<file path="src/rtl/layer_op_sequencer_pkg.sv">
// Shared types and constants for the layer operation sequencer.
// Q8.8 fixed point: ONE is 1.0, SAT_MAX/SAT_MIN bound the 16-bit result.
package layer_op_sequencer_pkg;

   typedef enum logic [2:0] {
      IDLE,
      ISSUE,
      DRAIN,
      ACT,
      WRITE
   } opState_t;

   typedef enum logic [1:0] {
      ACT_IDENTITY = 2'b00,
      ACT_RELU     = 2'b01,
      ACT_CLAMP    = 2'b10,
      ACT_STEP     = 2'b11
   } actFunc_t;

   localparam logic [15:0] ONE     = 16'h0100;
   localparam logic [15:0] SAT_MAX = 16'h7FFF;
   localparam logic [15:0] SAT_MIN = 16'h8000;

endpackage

</file>
<file path="src/rtl/layer_op_sequencer_act.sv">
// Combinational activation: rescale the Q8.8 accumulator, saturate to
// 16 bits and apply the selected activation function.
module act_unit
   import layer_op_sequencer_pkg::*;
#(
   parameter int unsigned dataW    = 16,
   parameter int unsigned accW     = 40,
   parameter int unsigned fracBits = 8
) (
   input  logic [accW-1:0]  acc,
   input  logic [1:0]       actFuncSel,
   output logic [dataW-1:0] result
);

   localparam logic signed [accW-1:0] SAT_MAX_W = accW'(signed'(SAT_MAX));
   localparam logic signed [accW-1:0] SAT_MIN_W = accW'(signed'(SAT_MIN));

   logic signed [accW-1:0] shifted;
   logic [dataW-1:0]       rSat;

   always_comb begin
      shifted = $signed(acc) >>> fracBits;
      if (shifted > SAT_MAX_W) begin
         rSat = SAT_MAX;
      end else if (shifted < SAT_MIN_W) begin
         rSat = SAT_MIN;
      end else begin
         rSat = shifted[dataW-1:0];
      end
   end

   // rSat sign bit decides every non-identity case; clamp upper bound is 1.0
   always_comb begin
      result = rSat;
      case (actFunc_t'(actFuncSel))
         ACT_IDENTITY: result = rSat;
         ACT_RELU:     result = rSat[dataW-1] ? '0 : rSat;
         ACT_CLAMP:    result = rSat[dataW-1] ? '0 : ((rSat > ONE) ? ONE : rSat);
         ACT_STEP:     result = rSat[dataW-1] ? '0 : ONE;
         default:      result = rSat;
      endcase
   end

endmodule

</file>
<file path="src/rtl/layer_op_sequencer.sv">
// Computes one neuron output: streams numOps layer/weight pairs from the
// cache banks, multiply-accumulates in Q8.8, activates and writes the result.
module layer_op_sequencer
   import layer_op_sequencer_pkg::*;
#(
   parameter int unsigned dataW    = 16,
   parameter int unsigned accW     = 40,
   parameter int unsigned fracBits = 8,
   parameter int unsigned readLat  = 1
) (
   input  logic             clk,
   input  logic             rstN,
   input  logic             beginOp,
   output logic             readyForNextOp,
   input  logic [15:0]      offset,
   input  logic [15:0]      dest,
   input  logic [15:0]      numOps,
   input  logic [1:0]       actFuncSel,
   input  logic             writeReverse,
   output logic [15:0]      layerRdAddr,
   output logic [15:0]      weightRdAddr,
   input  logic [dataW-1:0] layerRdData,
   input  logic [dataW-1:0] weightRdData,
   output logic             rdBankSel,
   output logic [15:0]      wrAddr,
   output logic [dataW-1:0] wrData,
   output logic             wrEn,
   output logic             busy
);

   localparam logic [readLat-1:0] LAST_STAGE = readLat'(1) << (readLat - 1);

   opState_t         state;
   logic [15:0]      offsetL;
   logic [15:0]      destL;
   logic [15:0]      numOpsL;
   logic [1:0]       actSelL;
   logic [15:0]      idx;
   logic [readLat-1:0] validPipe;
   logic [accW-1:0]  acc;

   logic signed [2*dataW-1:0] product;
   logic [accW-1:0]           productExt;
   logic [dataW-1:0]          actResult;

   assign product = $signed({{dataW{layerRdData[dataW-1]}}, layerRdData}) *
                    $signed({{dataW{weightRdData[dataW-1]}}, weightRdData});
   assign productExt = {{(accW-2*dataW){product[2*dataW-1]}}, product};

   act_unit #(
      .dataW    (dataW),
      .accW     (accW),
      .fracBits (fracBits)
   ) uAct (
      .acc        (acc),
      .actFuncSel (actSelL),
      .result     (actResult)
   );

   // validPipe tracks which issued addresses have data arriving this cycle;
   // readyForNextOp drops on the accepting edge and rises one cycle after
   // returning to IDLE, so it gates acceptance rather than the state alone.
   always_ff @(posedge clk or negedge rstN) begin
      if (!rstN) begin
         state          <= IDLE;
         offsetL        <= '0;
         destL          <= '0;
         numOpsL        <= '0;
         actSelL        <= '0;
         rdBankSel      <= 1'b0;
         idx            <= '0;
         validPipe      <= '0;
         acc            <= '0;
         layerRdAddr    <= '0;
         weightRdAddr   <= '0;
         wrAddr         <= '0;
         wrData         <= '0;
         wrEn           <= 1'b0;
         busy           <= 1'b0;
         readyForNextOp <= 1'b1;
      end else begin
         wrEn      <= 1'b0;
         validPipe <= (validPipe << 1) | readLat'(state == ISSUE);
         if (validPipe[readLat-1]) begin
            acc <= acc + productExt;
         end

         case (state)
            IDLE: begin
               if (beginOp && readyForNextOp) begin
                  offsetL        <= offset;
                  destL          <= dest;
                  numOpsL        <= numOps;
                  actSelL        <= actFuncSel;
                  rdBankSel      <= writeReverse;
                  idx            <= '0;
                  acc            <= '0;
                  busy           <= 1'b1;
                  readyForNextOp <= 1'b0;
                  state          <= (numOps == '0) ? ACT : ISSUE;
               end else begin
                  busy           <= 1'b0;
                  readyForNextOp <= 1'b1;
               end
            end
            ISSUE: begin
               layerRdAddr  <= offsetL + idx;
               weightRdAddr <= idx;
               idx          <= idx + 16'd1;
               if (idx == numOpsL - 16'd1) begin
                  state <= DRAIN;
               end
            end
            DRAIN: begin
               if ((validPipe & ~LAST_STAGE) == '0) begin
                  state <= ACT;
               end
            end
            ACT: begin
               wrData <= actResult;
               wrAddr <= destL;
               state  <= WRITE;
            end
            WRITE: begin
               wrEn  <= 1'b1;
               state <= IDLE;
            end
            default: state <= IDLE;
         endcase
      end
   end

endmodule

</file>
<file path="config.mk">
export PLATFORM = sky130hd
export DESIGN_NAME = layer_op_sequencer
export DESIGN_NICKNAME = d
export VERILOG_FILES = /design/src/rtl/layer_op_sequencer_pkg.sv /design/src/rtl/layer_op_sequencer_act.sv /design/src/rtl/layer_op_sequencer.sv
export SDC_FILE = /design/constraint.sdc
export NUM_CORES = 1
export LEC_CHECK = 0
export BUFFER_PORTS_ARGS = -buffer_cell sky130_fd_sc_hd__buf_4
export CORE_ASPECT_RATIO = 1.25
export CORE_MARGIN = 1.5
export CORE_UTILIZATION = 45
export CTS_BUF_LIST = sky130_fd_sc_hd__clkbuf_4 sky130_fd_sc_hd__clkbuf_8
export CTS_CLUSTER_SIZE = 24
export DETAILED_ROUTE_END_ITERATION = 6
export SYNTH_ARGS = -nofsm -noshare
export SYNTH_HDL_FRONTEND = slang
export SYNTH_HIERARCHICAL = 1
export SYNTH_SLANG_ARGS = --single-unit
</file>
<file path="constraint.sdc">
create_clock -name clk -period 4.5 [get_ports clk]
set_clock_uncertainty 0.05 [all_clocks]
set_input_delay 0 -clock clk [delete_from_list [all_inputs] [get_ports clk]]
set_output_delay 0 -clock clk [all_outputs]
set_load 0.05 [all_outputs]
</file>
==> metrics.txt, run 1 <==
status finished, violations left; failing checks setup timing; First-pass DRT Iterations 5; crit share post-route 1.57; Crit. Startpoint weightRdData[4]; Total GRT Usage 0.241; PortBufs 153; area grow syn2layout 30.7%; met1 usage 0.286; routability cong. 0.897; TritonCTS clock tree built; CTS Sinks 178; worst hold path type in -> async; footprint of the multi-input gates 15300 um2; ANT nets after route 0; Vias 17000; die area 46200 um2; Slew @ Worst Pin 1.05 ns; M2 GR Usage 0.437; Cells after Synth 2301; sequential element share of the synthesized area 0.220; #FFs+latches synth 178; grt ovf 0; pin count of the biggest net entering global routing 91; reg2reg end layerRdAddr[14]; antenna violations before repair 1; commonest non-fill, non-tap cells in the layout 460 x nand2_1, 400 x buf_4, 312 x inv_1; met3 usage 0.0378; Most used DFF post-synth dfrtp_1; Fillers 3842; share of cells above drive strength 1 0.264; Die Width 193 um; CP Capture Type register; Final HPWL DP 42100 um; asr flop ratio synth 1.00; Final Util 0.598; CTS root buffer clkbuf_8; maximum operating frequency 142 MHz; FF+latch area 4460 um2; worst-path maximum fanout 7; DRT iter0 DRCs 544; post-synthesis cell area 20200 um2; Post-Syn Nets 2791; first-pass GRT wire length 89000 um; RSZ-0062 raised after global routing yes; Core ar. 44200 um2; final hold viol count 0; Slew Viols, Final 0; H-tree depth 4; reg-to-reg slack, setup 1.14 ns; vias in the first global route 18500; Cells after DPL 3205; Rel. slew slack 0.300; worst reg2reg startpoint idx[0]; Worst Reg-to-Reg Cells 14; required time worst endpoint 4.86 ns; Critical Path Sink acc[36]; number of synthesized flops with an enable pin 0; Finish-stage setup viols 31; Nets 3236; clock period minus final worst setup slack 7.06 ns; WL final 52500 um; Synth area leaders fa_1 26%, dfrtp_1 22%, nand2_1 8.8%; initial core utilization 0.457; number of max-cap violations 0; cell mode on critical path fa_1; post-synth top area share 0.261; total CTS buffers 17; drt drc 0; Worst setup SP type input port; Routed WL per cell 15.8 um; Die Y 240 um; fin cells 3332; max incr delay on CP 0.54 ns; Yosys cell types 72; Skew-Pair Late Insertion Delay 0.50 ns; crit path DAT 7.43 ns; I/O pins 154; Syn Area/Cell 8.79 um2; worst setup path class in -> reg; final worst-path setup slack -2.56 ns; Most Crowded Layer GR met2; Reg clk slew, reported paths 0.10 ns; synth warn 6; Slowest cell on crit path fa_1; Rows 86; clock buffer depth 2; commonest non-fill, non-tap cell in the layout nand2_1; largest area contributor in the netlist fa_1; Via density 5.10
Yosys cell counts (25+ instances only):
cell type	instances
clkbuf_1	70
o21ai_0	86
nor2_1	96
nand2_1	473
a21oi_1	86
a21o_1	35
mux2i_1	25
xnor2_1	72
xor2_1	28
dfrtp_1	177
and2_1	130
ha_1	140
inv_1	335
fa_1	264
how the worst min path moves through the flow:
stage               slack (ns)  cells after the start  from         to
finish                    0.06                      2  rstN  wrAddr[4]
global route              0.13                      2  rstN  wrAddr[4]
CTS                        0.1                      2  rstN  wrAddr[4]
detailed placement        0.08                      1  rstN  wrAddr[4]
global placement          0.09                      1  rstN  wrAddr[4]
floorplan                -0.35                      0  rstN     acc[0]
worst max-delay path, delay by kind of cell:
kind / cells / cell delay [ns]
AO/OA/AOI/OAI: 14 / 2.44
XOR/XNOR: 1 / 0.07
adder cells (fa/ha/maj): 8 / 3.51
buffers and inverters: 6 / 0.42
multiplexers: 1 / 0.32
AND/OR/NAND/NOR: 5 / 0.65
logic make-up after synthesis:
family	Yosys count	share of synthesized area
compound gates	319	0.0998
xor+xnor	100	0.0433
fa+ha+maj	404	0.348
buf+inv	424	0.0797
flops	178	0.220
mux	26	0.0129
simple gates	850	0.196
sequential cells by signal (all words and copies together), names as in the netlist, 2 cells and up:
name and count:
wrData 16, weightRdAddr 16, actSelL 2, destL 16, wrAddr 16, layerRdAddr 16
idx 16, state 3, acc 40, offsetL 16, numOpsL 16
final cells by class:
| class | count | area share |
|---|---|---|
| clock inverter | 13 | 0.00526 |
| tap | 572 | 0.0271 |
| inverter | 336 | 0.0477 |
| sequential | 178 | 0.169 |
| clock buffer | 19 | 0.00966 |
| timing repair buffer | 514 | 0.164 |
| multi-input combinational | 1699 | 0.577 |
| antenna | 1 | 0.0000947 |
metrics by stage:
stage	setup WS (ns)	cell area [um2]	hold WS [ns]	TNS, ns
2_1_floorplan	-2.69	20700	-0.346	-51.59
3_3_place_gp	-3.09	24200	0.0927	-73.55
3_5_place_dp	-3.18	24200	0.0833	-75.84
4_1_cts	-2.48	25900	0.0986	-52.54
5_1_grt	-2.81	26400	0.130	-61.38
6_report	-2.56	26400	0.0551	-53.82
metal layers:
layer	vias to the layer above	share of wire	wire length [um]
li1	8173	-	-
met1	8418	0.41	21500
met2	321	0.52	27400
met3	91	0.040	2080
met4	0	0.028	1480
met5	-	0	0
what timing repair did:
action	4_1_cts	5_1_grt
pin swaps	96	95
buffers inserted	20	24
endpoints found under the setup margin	33	32
hold buffers	59	0
gates resized for setup	133	101
hold endpoints to repair	141	0
Power of run 1 is not shown: default switching activity piles up to over one toggle a cycle in this logic, so the estimate is an artifact.
==> run 2, diff against run 1 <==
--- a/config.mk
+++ b/config.mk
@@ -12,6 +12,7 @@
 export CTS_BUF_LIST = sky130_fd_sc_hd__clkbuf_4 sky130_fd_sc_hd__clkbuf_8
 export CTS_CLUSTER_SIZE = 24
 export DETAILED_ROUTE_END_ITERATION = 6
+export RECOVER_POWER = 50
 export SYNTH_ARGS = -nofsm -noshare
 export SYNTH_HDL_FRONTEND = slang
 export SYNTH_HIERARCHICAL = 1
==> metrics.txt, run 2 (synthesis results as in run 1) <==
Slew @ Worst Pin 2.35 ns; pin count of the biggest net entering global routing 91; Finish-stage setup viols 31; CTS Sinks 178; maximum operating frequency 142 MHz; Vias 17000; Nets 3236; I/O pins 154; fin area 26200 um2; CP Capture Type register; die area 46200 um2; clock buffer depth 2; Final HPWL DP 42100 um; grt ovf 0; max reg flops 40; Rel. slew slack -0.567; required time worst endpoint 4.86 ns; H-tree depth 4; Die Width 193 um; Final Util 0.592; status finished, violations left; total CTS buffers 17; Rows 86; DP Area 24200 um2; TritonCTS clock tree built; Reg clk slew, reported paths 0.10 ns; worst hold path type in -> reg; initial core utilization 0.457; number of max-cap violations 1; clock period minus final worst setup slack 7.06 ns; Core ar. 44200 um2; cell mode on critical path fa_1; First-pass DRT Iterations 5; worst-path maximum fanout 7; Slew Viols, Final 91; crit path DAT 7.42 ns; commonest non-fill, non-tap cell in the layout nand2_1; final hold viol count 0; DRT iter0 DRCs 518; Die Y 240 um; failing checks capacitance limit, slew limit, setup timing; RSZ-0062 raised after global routing yes; max incr delay on CP 0.54 ns; antenna violations before repair 1; Worst setup SP type input port; vias in the first global route 18500; area grow syn2layout 29.4%; final worst-path setup slack -2.56 ns; Routed WL per cell 15.7 um; Skew-Pair Late Insertion Delay 0.49 ns; Crit path max-delay family adder cells; CTS root buffer clkbuf_8; WP buf/inv 6; routability cong. 0.897; share of cells above drive strength 1 0.240; Largest Register acc; drt drc 0; worst setup path class in -> reg; crit share post-route 1.57; ANT nets after route 0; commonest non-fill, non-tap cells in the layout 460 x nand2_1, 331 x buf_4, 312 x inv_1; first-pass GRT wire length 89000 um; PortBufs 153; Total GRT Usage 0.241; WL final 52400 um; Slowest cell on crit path fa_1; Fin Setup TNS -53.94 ns; Via density 5.11
run 2: tightest hold or removal path: cells and delay by family:
family / cells / cell delay, ns
buffers and inverters: 2 / 0.61
AND/OR/NAND/NOR: 2 / 0.08
run 2: metal layers:
layer	up-vias	global-route usage	part of all wire
li1	8177	-	-
met4	0	0.0834	0.029
met5	-	0	0
met1	8454	0.286	0.41
met3	92	0.0378	0.039
met2	303	0.437	0.52
run 2: area by class of cell:
class | instances | area, um2
diodes | 1 | 2.50
well taps | 572 | 716
multi-input cells | 1699 | 15300
inverters | 336 | 1260
fillers | 3926 | 18100
clock inverters | 13 | 139
repair buffers | 514 | 4080
flip-flops and latches | 178 | 4460
clock buffers | 19 | 255
run 2: timing repair:
action,4_1_cts,5_1_grt
hold buffers,59,0
gates resized for setup,133,101
setup buffers,20,24
endpoints found under the hold margin,141,0
pin swaps,96,95
endpoints found under the setup margin,33,32
run 2: metrics by stage:
| step | worst slack [ns] | hold WS, ns | cells |
|---|---|---|---|
| 6_report | -2.56 | 0.177 | 3332 |
| 5_1_grt | -2.81 | 0.172 | 3332 |
| 4_1_cts | -2.48 | 0.0986 | 3316 |
| 3_5_place_dp | -3.18 | 0.0833 | 3205 |
| 3_3_place_gp | -3.09 | 0.0927 | 3205 |
| 2_1_floorplan | -2.69 | -0.346 | 2301 |
run 2: worst paths after layout:
check                           slack, ns             from  cells after the start              end
worst min register to register       0.43        destL[14]                      2       wrAddr[14]
worst min-delay path                 0.18         dest[10]                      4        destL[10]
worst max register to register       1.13           idx[0]                     14  layerRdAddr[14]
max in group asynchronous            1.62             rstN                      3          acc[34]
min in group asynchronous            0.67             rstN                      2        wrAddr[4]
worst max-delay path                -2.56  weightRdData[4]                     35          acc[36]
Power of run 2 is left out for the same reason.
==> run 3, diff against run 2 <==
--- a/config.mk
+++ b/config.mk
@@ -5,14 +5,15 @@
 export SDC_FILE = /design/constraint.sdc
 export NUM_CORES = 1
 export LEC_CHECK = 0
-export BUFFER_PORTS_ARGS = -buffer_cell sky130_fd_sc_hd__buf_4
 export CORE_ASPECT_RATIO = 1.25
 export CORE_MARGIN = 1.5
 export CORE_UTILIZATION = 45
 export CTS_BUF_LIST = sky130_fd_sc_hd__clkbuf_4 sky130_fd_sc_hd__clkbuf_8
 export CTS_CLUSTER_SIZE = 24
 export DETAILED_ROUTE_END_ITERATION = 6
+export DONT_BUFFER_PORTS = 1
 export RECOVER_POWER = 50
+export REMOVE_ABC_BUFFERS = 1
 export SYNTH_ARGS = -nofsm -noshare
 export SYNTH_HDL_FRONTEND = slang
 export SYNTH_HIERARCHICAL = 1
==> metrics.txt, run 3 (synthesis results as in run 1) <==
First-pass DRT Iterations 5; Core ar. 44200 um2; CTS root buffer clkbuf_8; Rows 86; Worst Reg-to-Reg Cells 14; Finish-stage setup viols 30; Die Width 193 um; Routed WL per cell 16.8 um; Largest Register acc; Slew Viols, Final 179; antenna violations before repair 0; ANT nets after route 0; worst-path maximum fanout 16; WP buf/inv 8; CTS Sinks 178; fin area 24500 um2; status finished, violations left; max incr delay on CP 0.55 ns; Slowest cell on crit path fa_1; ANT cells 0; maximum operating frequency 145 MHz; reg-to-reg slack, setup 1.19 ns; die area 46200 um2; TritonCTS clock tree built; Crit. Startpoint layerRdData[5]; Reg clk slew, reported paths 0.10 ns; final worst-path setup slack -2.40 ns; first-pass GRT wire length 87900 um; CP Capture Type register; worst reg2reg startpoint idx[0]; initial core utilization 0.457; Hold Crit Depth 3; crit share post-route 1.53; DRT iter0 DRCs 711; Vias 16200; vias in the first global route 17700; failing checks capacitance limit, slew limit, setup timing; Nets 3029; Worst setup SP type input port; WL final 52400 um; total CTS buffers 17; grt ovf 0; routability cong. 0.853; Via density 5.18; RSZ-0062 raised after global routing yes; area grow syn2layout 21.3%; Die Y 240 um; drt drc 0; worst hold path type in -> reg; reg2reg end layerRdAddr[14]; pin count of the biggest net entering global routing 179; number of max-cap violations 1; HP Start offset[4]; clock buffer depth 2; DP Area 22200 um2; Rel. slew slack -1.75; share of cells above drive strength 1 0.188; cell mode on critical path fa_1; Min-Delay Endpoint offsetL[4]; clock period minus final worst setup slack 6.90 ns; Crit path max-delay family adder cells; crit path DAT 7.26 ns; PortBufs 0; I/O pins 154; worst setup path class in -> reg; Skew-Pair Late Insertion Delay 0.49 ns; required time worst endpoint 4.86 ns; Total GRT Usage 0.238; Slew @ Worst Pin 4.12 ns; commonest non-fill, non-tap cells in the layout 466 x nand2_1, 315 x inv_1, 259 x fa_1; H-tree depth 4; final hold viol count 0; commonest non-fill, non-tap cell in the layout nand2_1; Final HPWL DP 39700 um; max reg flops 40
==> run 3: cell types whose count changed in the layout (fill, tap and decap cells not counted), sizes merged <==
cell,previous run,this run
inv,343,344
dlygate4sd3,59,57
bufinv,1,2
diode,1,0
buf,385,250
clkinvlp,2,1
clkbuf,89,18
==> run 3: per-layer routing <==
metal	global-route usage	vias to the layer above	wire, um
met5	0	-	0
met4	0.0669	0	1160
met3	0.0492	72	2970
met2	0.431	353	27100
met1	0.283	8024	21200
li1	-	7745	-
==> run 3: cell type report <==
class	instances	area [um2]
flip-flops and latches	178	4460
inverters	336	1260
clock inverters	14	166
repair buffers	307	2580
well taps	572	716
fillers	3967	19700
clock buffers	18	248
multi-input cells	1699	15100
==> run 3: worst max path at each step <==
stage              end  slack [ns]  cells past startpoint
2_1_floorplan  acc[36]       -3.08                     33
3_3_place_gp   acc[36]       -3.29                     33
3_5_place_dp   acc[39]       -3.33                     34
4_1_cts        acc[36]       -2.36                     33
5_1_grt        acc[39]       -2.75                     34
6_report       acc[39]       -2.40                     34
==> run 3: timing repair <==
item                                   CTS  global route
buffers inserted                        27            18
hold buffers                            58             0
pin swaps                              154            98
endpoints found under the hold margin  239             0
gates resized for setup                146            99
setup endpoints to repair               31            31
==> run 3: through the flow <==
step	std cells	setup WS, ns	util	hold WS (ns)	TNS, ns
global placement	2996	-3.29	0.502	-0.341	-76.37
floorplan	2213	-3.08	-	-0.346	-67.64
global route	3124	-2.75	0.555	0.0710	-106.57
finish	3124	-2.40	0.555	0.101	-54.09
CTS	3110	-2.36	0.542	0.0559	-49.45
detailed placement	2996	-3.33	0.502	-0.342	-76.98
==> run 3: worst reg2reg max path: cells and delay by family (launching register included) <==
family,cells,cell delay [ns]
AND/OR/NAND/NOR,1,0.13
adder cells (fa/ha/maj),2,0.65
buffers and inverters,1,0.06
AO/OA/AOI/OAI,10,1.82
flip-flops,1,0.50
Power of run 3 is left out for the same reason.
